**src/rtl/vec_controller_if.sv**
```systemverilog
// vec_controller_if: bundles the instruction/kick inputs and the BRAM/DSP
// control outputs of vec_controller.
//   master: drives en, inst, src0_base, src1_base, dst_base, vlen and
//           observes busy, valid, elem_idx and the BRAM/DSP controls.
//   slave : the controller side (directions mirrored).
interface vec_controller_if #(
    parameter int ADDR_W = 10,
    parameter int LEN_W  = 8,
    parameter int WE_W   = 4
);
    logic              en;
    logic [31:0]       inst;
    logic [ADDR_W-1:0] src0_base;
    logic [ADDR_W-1:0] src1_base;
    logic [ADDR_W-1:0] dst_base;
    logic [LEN_W-1:0]  vlen;

    logic              busy;
    logic              valid;
    logic [LEN_W-1:0]  elem_idx;
    logic [ADDR_W-1:0] bram0_raddrb;
    logic              bram0_enb;
    logic [ADDR_W-1:0] bram1_addrb;
    logic [WE_W-1:0]   bram1_web;
    logic              bram1_enb;
    logic [3:0]        dsp_alumode;
    logic [6:0]        dsp_opmode;
    logic [4:0]        dsp_inmode;

    modport master (
        output en, inst, src0_base, src1_base, dst_base, vlen,
        input  busy, valid, elem_idx, bram0_raddrb, bram0_enb,
               bram1_addrb, bram1_web, bram1_enb,
               dsp_alumode, dsp_opmode, dsp_inmode
    );

    modport slave (
        input  en, inst, src0_base, src1_base, dst_base, vlen,
        output busy, valid, elem_idx, bram0_raddrb, bram0_enb,
               bram1_addrb, bram1_web, bram1_enb,
               dsp_alumode, dsp_opmode, dsp_inmode
    );
endinterface

```
**src/rtl/vec_controller.sv**
```systemverilog
// vec_controller: vector DSP instruction sequencer. On a kick (en=1 in
// IDLE) it captures one instruction, three base addresses and an element
// count, then runs READ -> EXE (DSP_LAT cycles) -> WRITE once per element
// with auto-incrementing BRAM addresses, and reports completion in DONE.
// Ports:
//   clk   - rising-edge clock
//   rst_n - asynchronous active-low reset
//   bus   - vec_controller_if.slave: kick/instruction inputs, status
//           (busy, valid, elem_idx) and BRAM0/BRAM1/DSP48 control outputs
module vec_controller #(
    parameter int ADDR_W  = 10,
    parameter int LEN_W   = 8,
    parameter int DSP_LAT = 3,
    parameter int WE_W    = 4
) (
    input  logic               clk,
    input  logic               rst_n,
    vec_controller_if.slave    bus
);

    localparam int CNT_W = (DSP_LAT > 1) ? $clog2(DSP_LAT) : 1;
    localparam logic [CNT_W-1:0] LAT_LAST = CNT_W'(DSP_LAT - 1);

    typedef enum logic [2:0] {IDLE, READ, EXE, WRITE, DONE} state_t;

    state_t            state, next_state;
    logic [3:0]        alumode_q;
    logic [6:0]        opmode_q;
    logic [4:0]        inmode_q;
    logic [ADDR_W-1:0] src0_q, src1_q, dst_q;
    logic [LEN_W-1:0]  vlen_q;
    logic [LEN_W-1:0]  elem_idx_q;
    logic [CNT_W-1:0]  lat_cnt_q;
    logic              last_elem;
    logic              inst_unused;

    // Instruction bits [14:0] carry no meaning for this controller.
    assign inst_unused = ^bus.inst[14:0];
    assign last_elem   = (elem_idx_q == vlen_q - LEN_W'(1));

    // State register.
    always_ff @(posedge clk or negedge rst_n) begin
        if (!rst_n) begin
            state <= IDLE;
        end else begin
            state <= next_state;
        end
    end

    // Next-state logic; dropping en anywhere but IDLE abandons the run.
    always_comb begin
        next_state = state;
        case (state)
            IDLE: begin
                if (bus.en) begin
                    if (bus.inst[31] && (bus.vlen != '0)) begin
                        next_state = READ;
                    end else begin
                        next_state = DONE;
                    end
                end
            end
            READ: next_state = bus.en ? EXE : IDLE;
            EXE: begin
                if (!bus.en) begin
                    next_state = IDLE;
                end else if (lat_cnt_q == LAT_LAST) begin
                    next_state = WRITE;
                end
            end
            WRITE: begin
                if (!bus.en) begin
                    next_state = IDLE;
                end else if (last_elem) begin
                    next_state = DONE;
                end else begin
                    next_state = READ;
                end
            end
            DONE: next_state = bus.en ? DONE : IDLE;
            default: next_state = IDLE;
        endcase
    end

    // Captured operands and run counters. Everything is cleared on the way
    // back to IDLE so a fresh kick always starts from a clean context.
    always_ff @(posedge clk or negedge rst_n) begin
        if (!rst_n) begin
            alumode_q  <= '0;
            opmode_q   <= '0;
            inmode_q   <= '0;
            src0_q     <= '0;
            src1_q     <= '0;
            dst_q      <= '0;
            vlen_q     <= '0;
            elem_idx_q <= '0;
            lat_cnt_q  <= '0;
        end else if (next_state == IDLE) begin
            alumode_q  <= '0;
            opmode_q   <= '0;
            inmode_q   <= '0;
            src0_q     <= '0;
            src1_q     <= '0;
            dst_q      <= '0;
            vlen_q     <= '0;
            elem_idx_q <= '0;
            lat_cnt_q  <= '0;
        end else begin
            if (state == IDLE) begin
                alumode_q <= bus.inst[30:27];
                opmode_q  <= bus.inst[26:20];
                inmode_q  <= bus.inst[19:15];
                src0_q    <= bus.src0_base;
                src1_q    <= bus.src1_base;
                dst_q     <= bus.dst_base;
                vlen_q    <= bus.vlen;
            end
            if (state == EXE) begin
                lat_cnt_q <= (lat_cnt_q == LAT_LAST) ? '0 : lat_cnt_q + CNT_W'(1);
            end
            if ((state == WRITE) && (next_state == READ)) begin
                elem_idx_q <= elem_idx_q + LEN_W'(1);
            end
        end
    end

    // Output decode, purely from registered state and counters.
    always_comb begin
        bus.busy         = 1'b0;
        bus.valid        = 1'b0;
        bus.elem_idx     = elem_idx_q;
        bus.bram0_enb    = 1'b0;
        bus.bram0_raddrb = '0;
        bus.bram1_enb    = 1'b0;
        bus.bram1_web    = '0;
        bus.bram1_addrb  = '0;
        bus.dsp_alumode  = '0;
        bus.dsp_opmode   = '0;
        bus.dsp_inmode   = '0;
        case (state)
            READ: begin
                bus.busy         = 1'b1;
                bus.bram0_enb    = 1'b1;
                bus.bram0_raddrb = src0_q + ADDR_W'(elem_idx_q);
                bus.bram1_enb    = 1'b1;
                bus.bram1_addrb  = src1_q + ADDR_W'(elem_idx_q);
            end
            EXE: begin
                bus.busy        = 1'b1;
                bus.dsp_alumode = alumode_q;
                bus.dsp_opmode  = opmode_q;
                bus.dsp_inmode  = inmode_q;
            end
            WRITE: begin
                bus.busy        = 1'b1;
                bus.bram1_enb   = 1'b1;
                bus.bram1_web   = {WE_W{1'b1}};
                bus.bram1_addrb = dst_q + ADDR_W'(elem_idx_q);
            end
            DONE: bus.valid = 1'b1;
            default: ;
        endcase
    end

endmodule
```
**src/flat_wrapper.sv**
```systemverilog
// flat-port wrapper written by rule: the top's interface ports become plain ports
module vec_controller_flat 
#(
    parameter int ADDR_W  = 10,
    parameter int LEN_W   = 8,
    parameter int DSP_LAT = 3,
    parameter int WE_W    = 4
)
  (clk, rst_n, bus_en, bus_inst, bus_src0_base, bus_src1_base, bus_dst_base, bus_vlen, bus_busy, bus_valid, bus_elem_idx, bus_bram0_raddrb, bus_bram0_enb, bus_bram1_addrb, bus_bram1_web, bus_bram1_enb, bus_dsp_alumode, bus_dsp_opmode, bus_dsp_inmode);
  vec_controller_if #(.ADDR_W(ADDR_W), .LEN_W(LEN_W), .WE_W(WE_W)) bus_i ();
  input  logic clk;
  input  logic rst_n;
  input wire logic [$bits(bus_i.en)-1:0] bus_en;
  input wire logic [$bits(bus_i.inst)-1:0] bus_inst;
  input wire logic [$bits(bus_i.src0_base)-1:0] bus_src0_base;
  input wire logic [$bits(bus_i.src1_base)-1:0] bus_src1_base;
  input wire logic [$bits(bus_i.dst_base)-1:0] bus_dst_base;
  input wire logic [$bits(bus_i.vlen)-1:0] bus_vlen;
  output wire logic [$bits(bus_i.busy)-1:0] bus_busy;
  output wire logic [$bits(bus_i.valid)-1:0] bus_valid;
  output wire logic [$bits(bus_i.elem_idx)-1:0] bus_elem_idx;
  output wire logic [$bits(bus_i.bram0_raddrb)-1:0] bus_bram0_raddrb;
  output wire logic [$bits(bus_i.bram0_enb)-1:0] bus_bram0_enb;
  output wire logic [$bits(bus_i.bram1_addrb)-1:0] bus_bram1_addrb;
  output wire logic [$bits(bus_i.bram1_web)-1:0] bus_bram1_web;
  output wire logic [$bits(bus_i.bram1_enb)-1:0] bus_bram1_enb;
  output wire logic [$bits(bus_i.dsp_alumode)-1:0] bus_dsp_alumode;
  output wire logic [$bits(bus_i.dsp_opmode)-1:0] bus_dsp_opmode;
  output wire logic [$bits(bus_i.dsp_inmode)-1:0] bus_dsp_inmode;
  assign bus_i.en = bus_en;
  assign bus_i.inst = bus_inst;
  assign bus_i.src0_base = bus_src0_base;
  assign bus_i.src1_base = bus_src1_base;
  assign bus_i.dst_base = bus_dst_base;
  assign bus_i.vlen = bus_vlen;
  assign bus_busy = bus_i.busy;
  assign bus_valid = bus_i.valid;
  assign bus_elem_idx = bus_i.elem_idx;
  assign bus_bram0_raddrb = bus_i.bram0_raddrb;
  assign bus_bram0_enb = bus_i.bram0_enb;
  assign bus_bram1_addrb = bus_i.bram1_addrb;
  assign bus_bram1_web = bus_i.bram1_web;
  assign bus_bram1_enb = bus_i.bram1_enb;
  assign bus_dsp_alumode = bus_i.dsp_alumode;
  assign bus_dsp_opmode = bus_i.dsp_opmode;
  assign bus_dsp_inmode = bus_i.dsp_inmode;
  vec_controller #(.ADDR_W(ADDR_W), .LEN_W(LEN_W), .DSP_LAT(DSP_LAT), .WE_W(WE_W)) u_core (.clk(clk), .rst_n(rst_n), .bus(bus_i));
endmodule
```
**config.mk**
```make
export PLATFORM = sky130hd
export DESIGN_NAME = vec_controller_flat
export DESIGN_NICKNAME = d
export VERILOG_FILES = /design/src/rtl/vec_controller_if.sv /design/src/rtl/vec_controller.sv /design/src/flat_wrapper.sv
export SDC_FILE = /design/constraint.sdc
export NUM_CORES = 1
export LEC_CHECK = 0
export BUFFER_PORTS_ARGS = -buffer_cell sky130_fd_sc_hd__buf_2
export CORE_AREA = 3 3 93 95
export CTS_CLUSTER_DIAMETER = 60
export CTS_CLUSTER_SIZE = 14
export DETAILED_ROUTE_END_ITERATION = 6
export DIE_AREA = 0 0 96 98
export PLACE_DENSITY = 0.76
export RECOVER_POWER = 50
export SKIP_LAST_GASP = 1
export SYNTH_ARGS = -nofsm -noshare
export SYNTH_HDL_FRONTEND = slang
export SYNTH_SLANG_ARGS = --single-unit
```
**constraint.sdc**
```tcl
create_clock -name clk -period 4.4 [get_ports clk]
set_input_delay 0.88 -clock clk [delete_from_list [all_inputs] [get_ports clk]]
set_output_delay 0.88 -clock clk [all_outputs]
set_load 0.05 [all_outputs]
```
==> flow_metrics.env, run 1 <==
export IMPL_maxCapViolations=3
export IMPL_die_w_um=96
export IMPL_switching_share_pct=31.4
export IMPL_io_pins=125
export IMPL_ys_warn_count=0
export IMPL_hold_path_class="flop to flop"
export IMPL_drtPass1Iterations=4
export IMPL_synthAdderAreaFrac_pct=6.51
export IMPL_maxUsedRoutingLayer="met4"
export IMPL_power_switching_uw=516
export IMPL_rows=32
export IMPL_fill_cells=740
export IMPL_netlist_top_cells_area="dfrtp_1, nand2_1, a21oi_1"
export IMPL_wl_met1_um=4530
export IMPL_nets=682
export IMPL_worstPathRequired_ns=3.52
export IMPL_synth_top_cell_by_area="dfrtp_1"
export IMPL_syn_inst=493
export IMPL_cts_tree="yes"
export IMPL_dr_wl_met2_um=5050
export IMPL_avgRoutedWirePerCell_um=15.1
export IMPL_grt_pass1_vias=3647
export IMPL_violations="capacitance limit, slew limit"
export IMPL_grt_pass1_wl_um=16900
export IMPL_synth_flop_cell="dfrtp_1"
export IMPL_synth_seq_cells=67
export IMPL_clkLatencyLatePin_ns=0.34
export IMPL_power_internal_uw=1130
export IMPL_setup_viol=0
export IMPL_synthXorXnorAreaFrac_pct=4.73
export IMPL_fin_skew_ns=0.00703
export IMPL_hold_slack_ns=0.517
export IMPL_fin_setup_tns_ns=0
export IMPL_ir_drop_mv=0.210
export IMPL_path_clk_slew_ns=0.07
export IMPL_synthSimpleGateAreaFrac_pct=23.6
export IMPL_drt_total_wl_um=10500
export IMPL_clkSinkCount=67
export IMPL_slew_limit_headroom_pct=-64.7
export IMPL_p_per_area_mw_per_mm2=337
export IMPL_ys_seq_area_share_pct=41.1
export IMPL_grt_max_degree=58
export IMPL_cp_data_arrival_time_ns=3.30
export IMPL_cp_start_kind="flop"
export IMPL_synth_compound_area_share_pct=16.3
export IMPL_finalCritPeriodShare_pct=95.0
export IMPL_place_congestion=0.841
export IMPL_hold_violations=0
export IMPL_worstMarginPinSlew_ns=2.47
export IMPL_layout_drive_gt1_share_pct=23.3
export IMPL_port_buffers=109
export IMPL_synthArstFlopShare_pct=100
export IMPL_initial_core_util_pct=52.2
export IMPL_p_leak_uw=0.00242
export IMPL_clock_path_buffers=2
export IMPL_cts_buffers=9
export IMPL_track_usage_pct=22.6
export IMPL_placeableCoreArea_sq_mm=0.00781
export IMPL_synthesis_area_sq_mm=0.00408
export IMPL_hold_buffers=0
export IMPL_fin_crit_ns=4.18
export IMPL_dp_hpwl_um=7480
export IMPL_diodes=0
export IMPL_placed_cell_area_sq_mm=0.00468
export IMPL_path_max_fanout=15
export IMPL_die_h_um=98
export IMPL_path_class="flop to primary output"
export IMPL_post_route_util_pct=62.5
export IMPL_syn2layout_area_growth_pct=19.6
export IMPL_synth_top_family_by_area="simple AND/OR/NAND/NOR gates"
export IMPL_status="finished, violations left"
export IMPL_slew_viol_final=161
export IMPL_grt_antenna_before_repair=0
export IMPL_final_cell_area_sq_mm=0.00488
export IMPL_rsz0062_at_grt="false"
export IMPL_seqPwrFrac_pct=43.2
export IMPL_synth_area_per_cell_sq_um=8.27
export IMPL_clkPwrFrac_pct=34.5
export IMPL_dieArea_sq_mm=0.00941
export IMPL_drt_drc_violations_left=0
export IMPL_grt_overflow=0
export IMPL_synthMuxAreaShare_pct=3.56
export IMPL_route_met3_wl_um=739
export IMPL_synth_edff_count=0
export IMPL_timing_final_ws_setup_ns=0.218
export IMPL_power_frac_comb_pct=22.3
export IMPL_htreeDepth=3
export IMPL_cp_end_kind="primary output"
export IMPL_ant_nets=0
export IMPL_clockRootBuffer="clkbuf_8"
export IMPL_first_iter_violations=230
export IMPL_vias=3685
export IMPL_synth_top_area_share_pct=41.1
export IMPL_fmax_mhz=239
export IMPL_via_per_inst=5.30
export IMPL_syn_nets=586
export IMPL_post_place_ws_ns=0.470
export IMPL_ys_types=45
==> flip-flops by register name (all words and copies together) (netlist names) <==
name                 count
u_core.state             3
u_core.src0_q           10
u_core.inmode_q          5
u_core.vlen_q            8
u_core.src1_q           10
u_core.dst_q            10
u_core.opmode_q          7
u_core.bus.elem_idx      8
u_core.lat_cnt_q         2
u_core.alumode_q         4
==> synth_stat cells, drive strengths merged (5+ instances only) <==
cell / instances
and2: 22
nand3: 5
xor2: 8
inv: 14
clkbuf: 22
ha: 18
xnor2: 14
o21a: 6
nor2: 33
nor3: 8
mux2: 9
a21oi: 69
dfrtp: 67
o21ai: 15
nand2: 121
buf: 6
==> final cells by class <==
class / instances / area [sq um] / share of cell area (%)
inverter: 14 / 52.6 / 1.08
multi-input combinational: 384 / 2240 / 45.9
tap: 102 / 128 / 2.62
timing repair buffer: 113 / 563 / 11.5
sequential: 67 / 1680 / 34.4
clock inverter: 5 / 77.6 / 1.59
clock buffer: 10 / 138 / 2.82
==> critical path, stage by stage (launching register included) <==
cell and delay [ns]:
dfrtp_2 0.48, nand2_1 0.11, nor2_1 0.04, buf_4 0.20, mux2_2 0.24, ha_1 0.16
inv_1 0.06, fa_1 0.37, nor2b_1 0.18, o21ai_0 0.13, a21oi_1 0.25, o21ai_1 0.13
a21oi_1 0.17, xor2_1 0.08, nor2_1 0.09, buf_2 0.27
==> power by group through the flow <==
stage | clock network, uW | logic [uW] | registers, uW
floorplan | 0 | 272 | 705
global route | 600 | 410 | 715
global placement | 0 | 356 | 716
CTS | 575 | 371 | 708
finish | 566 | 367 | 709
detailed placement | 0 | 369 | 720
==> kinds of logic after synthesis <==
logic type | count (synthesis)
xor gates and xnor gates | 22
AOI/OAI and AO/OA | 113
adders and majority gates | 20
DFF | 67
buffers and inverters | 42
muxes | 13
and+or+nand+nor | 216
==> per-stage QoR <==
stage / total power, uW / instances
6_report: 1640 / 695
5_1_grt: 1720 / 695
4_1_cts: 1650 / 695
3_5_place_dp: 1090 / 680
3_3_place_gp: 1070 / 680
2_1_floorplan: 977 / 493
==> per-layer routing <==
metal / GRT usage, % / vias up
li1: - / 1844
met2: 38.3 / 118
met1: 28.5 / 1711
met3: 4.47 / 12
met5: 0 / -
met4: 7.66 / 0
==> cell usage in the layout (no fill, tap or decap), drive strengths merged, types with 3 or more instances in the layout <==
cell / Yosys / final
xor2: 8 / 8
nand2: 121 / 121
xnor2: 14 / 14
mux2i: 4 / 4
o21a: 6 / 6
buf: 6 / 105
nand2b: 3 / 3
nand4: 3 / 3
ha: 18 / 18
nor4: 3 / 3
dfrtp: 67 / 67
or4: 3 / 3
mux2: 9 / 9
nor3b: 3 / 3
o21bai: 4 / 4
or3: 4 / 4
a21o: 4 / 4
a21oi: 69 / 69
nor2b: 4 / 4
inv: 14 / 14
nand3: 5 / 5
clkbuf: 22 / 18
a22o: 3 / 3
nor3: 8 / 8
and2: 22 / 22
nor2: 33 / 33
o21ai: 15 / 15
==> timing repair <==
action | CTS | global route
setup endpoints to repair | 0 | 2
resized for setup | 0 | 3
buffers inserted | 0 | 0
==> final timing paths <==
check | startpoint | end | slack [ns] | depth (start not counted)
worst max-delay path | u_core.state[1] | bus_bram1_addrb[8] | 0.22 | 15
worst min-delay path | u_core.opmode_q[6] | u_core.opmode_q[6] | 0.52 | 2
worst max register to register | u_core.state[2] | u_core.state[0] | 1.82 | 3
worst min register to register | u_core.opmode_q[6] | u_core.opmode_q[6] | 0.52 | 2
max in group asynchronous | rst_n | u_core.state[0] | 1.03 | 2
min in group asynchronous | rst_n | u_core.opmode_q[4] | 1.29 | 1
No activity file was read; power rests on OpenSTA's default activity.
==> run 2, diff against run 1 <==
- ABC_AREA: not set -> 1
- CORE_AREA: 3 3 93 95 -> 3 3 96 98
- DIE_AREA: 0 0 96 98 -> 0 0 99 101
- PLACE_DENSITY: 0.76 -> 0.77
==> flow_metrics.env, run 2 <==
export IMPL_switching_share_pct=35.7
export IMPL_hold_violations=0
export IMPL_worst_path_largest_cell_delay_ns=0.44
export IMPL_cp_num_cells=16
export IMPL_crit_top_cell="o21ai_0"
export IMPL_placed_cell_area_sq_mm=0.00505
export IMPL_finalCritPeriodShare_pct=91.3
export IMPL_grt_overflow=0
export IMPL_ant_nets=0
export IMPL_slew_limit_headroom_pct=-20.8
export IMPL_first_iter_violations=207
export IMPL_instances_no_fill=822
export IMPL_drt_drc_violations_left=0
export IMPL_path_class="flop to primary output"
export IMPL_seqPwrFrac_pct=38.4
export IMPL_cts_buffers=9
export IMPL_ys_warn_count=0
export IMPL_placeableCoreArea_sq_mm=0.00855
export IMPL_track_usage_pct=22.4
export IMPL_slew_viol_final=92
export IMPL_synth_top_cell_by_area="dfrtp_1"
export IMPL_violations="capacitance limit, slew limit"
export IMPL_synth_flop_cell="dfrtp_1"
export IMPL_clkLatencyLatePin_ns=0.35
export IMPL_drt_total_wl_um=10800
export IMPL_hold_buffers=0
export IMPL_hold_path_class="flop to flop"
export IMPL_reg2reg_to="u_core.src0_q[9]"
export IMPL_syn2layout_area_growth_pct=17.9
export IMPL_path_delay_family="compound AO/OA/AOI/OAI gates"
export IMPL_power_frac_comb_pct=31.0
export IMPL_synthesis_area_sq_mm=0.00445
export IMPL_placed_cells=804
export IMPL_vias=4143
export IMPL_ys_types=33
export IMPL_initial_core_util_pct=52.0
export IMPL_synth_area_per_cell_sq_um=7.38
export IMPL_synth_common_cells="nand2_1, inv_1, nor2_1, dfrtp_1, o21ai_0"
export IMPL_r2r_cells=11
export IMPL_status="finished, violations left"
export IMPL_worstMarginPinSlew_ns=1.81
export IMPL_dp_hpwl_um=8070
export IMPL_ff2ff_setup_slack_ns=0.78
export IMPL_min_to="u_core.dst_q[6]"
export IMPL_post_route_util_pct=61.4
export IMPL_hold_depth=2
export IMPL_drtPass1Iterations=4
export IMPL_clock_path_buffers=2
export IMPL_path_clk_slew_ns=0.08
export IMPL_port_buffers=109
export IMPL_synth_seq_cells=67
export IMPL_reg2reg_from="u_core.state[1]"
export IMPL_syn_nets=696
export IMPL_worstPathRequired_ns=3.52
export IMPL_min_from="u_core.dst_q[6]"
export IMPL_avgRoutedWirePerCell_um=13.1
export IMPL_reg_top3="u_core.dst_q (10), u_core.src0_q (10), u_core.src1_q (10)"
export IMPL_power_switching_uw=696
export IMPL_clkSinkCount=67
export IMPL_grt_pass1_wl_um=18100
export IMPL_path_max_fanout=6
export IMPL_cp_slowest_cell="fa_1"
export IMPL_register_area_sq_mm=0.00168
export IMPL_synthArstFlopShare_pct=100
export IMPL_diodes=0
export IMPL_cp_cell_sequence="inv_1, nor2_4, inv_2, nor2_4, inv_2, o21ai_0, inv_1, fa_1, nor2_1, o21ai_0, a21oi_1, o21ai_0, nand2_1, o21ai_0, a21oi_2, clkbuf_4"
export IMPL_synth_top_area_share_pct=37.7
export IMPL_power_internal_uw=1250
export IMPL_p_leak_uw=0.00285
export IMPL_clockRootBuffer="clkbuf_8"
export IMPL_fin_crit_ns=4.02
export IMPL_p_per_area_mw_per_mm2=371
export IMPL_clkPwrFrac_pct=30.6
export IMPL_path_buf_inv=5
export IMPL_cts_tree="yes"
export IMPL_grt_max_degree=44
export IMPL_die_w_um=99
export IMPL_rsz0062_at_grt="false"
export IMPL_final_cell_area_sq_mm=0.00525
export IMPL_grt_antenna_before_repair=1
export IMPL_fin_skew_ns=0.0123
export IMPL_rows=34
export IMPL_final_cell_mix="nand2_1, buf_2, inv_1"
export IMPL_cp_data_arrival_time_ns=3.14
export IMPL_place_congestion=0.886
export IMPL_fin_setup_tns_ns=0
export IMPL_multiInputGateArea_sq_mm=0.00230
export IMPL_via_per_inst=5.04
export IMPL_final_common_cell="nand2_1"
export IMPL_nets=802
export IMPL_fill_cells=803
export IMPL_hold_slack_ns=0.544
export IMPL_synth_most_common_cell="nand2_1"
export IMPL_die_h_um=101
export IMPL_grt_pass1_vias=3876
export IMPL_dieArea_sq_mm=0.0100
export IMPL_syn_inst=603
export IMPL_ys_seq_area_share_pct=37.7
export IMPL_cp_start_kind="flop"
export IMPL_netlist_top_cells_area="dfrtp_1, nand2_1, o21ai_0"
export IMPL_io_pins=125
export IMPL_htreeDepth=3
export IMPL_fmax_mhz=249
export IMPL_maxCapViolations=3
export IMPL_layout_drive_gt1_share_pct=23.8
export IMPL_setup_viol=0
export IMPL_cp_end_kind="primary output"
export IMPL_ir_drop_mv=0.256
export IMPL_synth_edff_count=0
run 2: cell count changes after synthesis, sizes merged, moves of 6 or more:
cell	before	now
nor2	33	111
inv	14	86
o21ai	15	63
a21oi	69	22
and2	22	0
mux2i	4	20
nand3	5	20
nand2	121	135
clkbuf	22	11
xnor2	14	3
mux2	9	0
nand4	3	10
o21a	6	0
run 2: power groups by stage:
stage / registers, uW / logic (uW) / clock network (uW)
2_1_floorplan: 746 / 487 / 0
3_3_place_gp: 754 / 593 / 0
3_5_place_dp: 759 / 610 / 0
4_1_cts: 747 / 614 / 605
5_1_grt: 758 / 694 / 635
6_report: 748 / 604 / 596
run 2: area by class of cell:
type,instances,share of cell area (%)
well taps,108,2.57
inverters,86,6.15
repair buffers,117,11.1
clock buffers,11,2.88
clock inverters,5,1.62
multi-input cells,428,43.7
flip-flops and latches,67,31.9
run 2: stage by stage:
step	total power (uW)	setup slack, ns
finish	1950	0.382
global placement	1350	0.613
detailed placement	1370	0.548
global route	2090	0.00861
CTS	1970	0.157
floorplan	1230	0.102
run 2: worst max path at each step:
stage                          from                 end  slack (ns)
finish              u_core.state[0]  bus_bram1_addrb[6]        0.38
global route        u_core.state[0]  bus_bram1_addrb[6]       0.009
CTS                 u_core.state[2]  bus_bram1_addrb[9]        0.16
detailed placement  u_core.state[2]  bus_bram1_addrb[9]        0.55
global placement    u_core.state[2]  bus_bram1_addrb[6]        0.61
floorplan           u_core.state[2]  bus_bram1_addrb[8]        0.10
run 2: cells by family after synthesis:
family	count (synthesis)	share of synthesized area, %
xor gates and xnor gates	10	1.97
muxes	20	4.50
DFF	67	37.7
buffers and inverters	108	10.3
adders and majority gates	20	5.96
and+or+nand+nor	287	28.9
AOI/OAI and AO/OA	91	10.7
run 2: timing repair:
item                       4_1_cts  5_1_grt
buffers inserted                 0        2
setup endpoints to repair        0        3
gates resized for setup          0        2
run 2: tightest hold or removal path, cell delays in order (launching register included):
cell and delay [ns]:
dfrtp_1 0.34, mux2i_1 0.07, nor2_1 0.09
run 2: layer usage:
layer	wire length, um	global-route usage (%)
met1	4820	29.7
met2	5080	36.3
met5	13	0
met3	793	5.47
met4	55	7.25
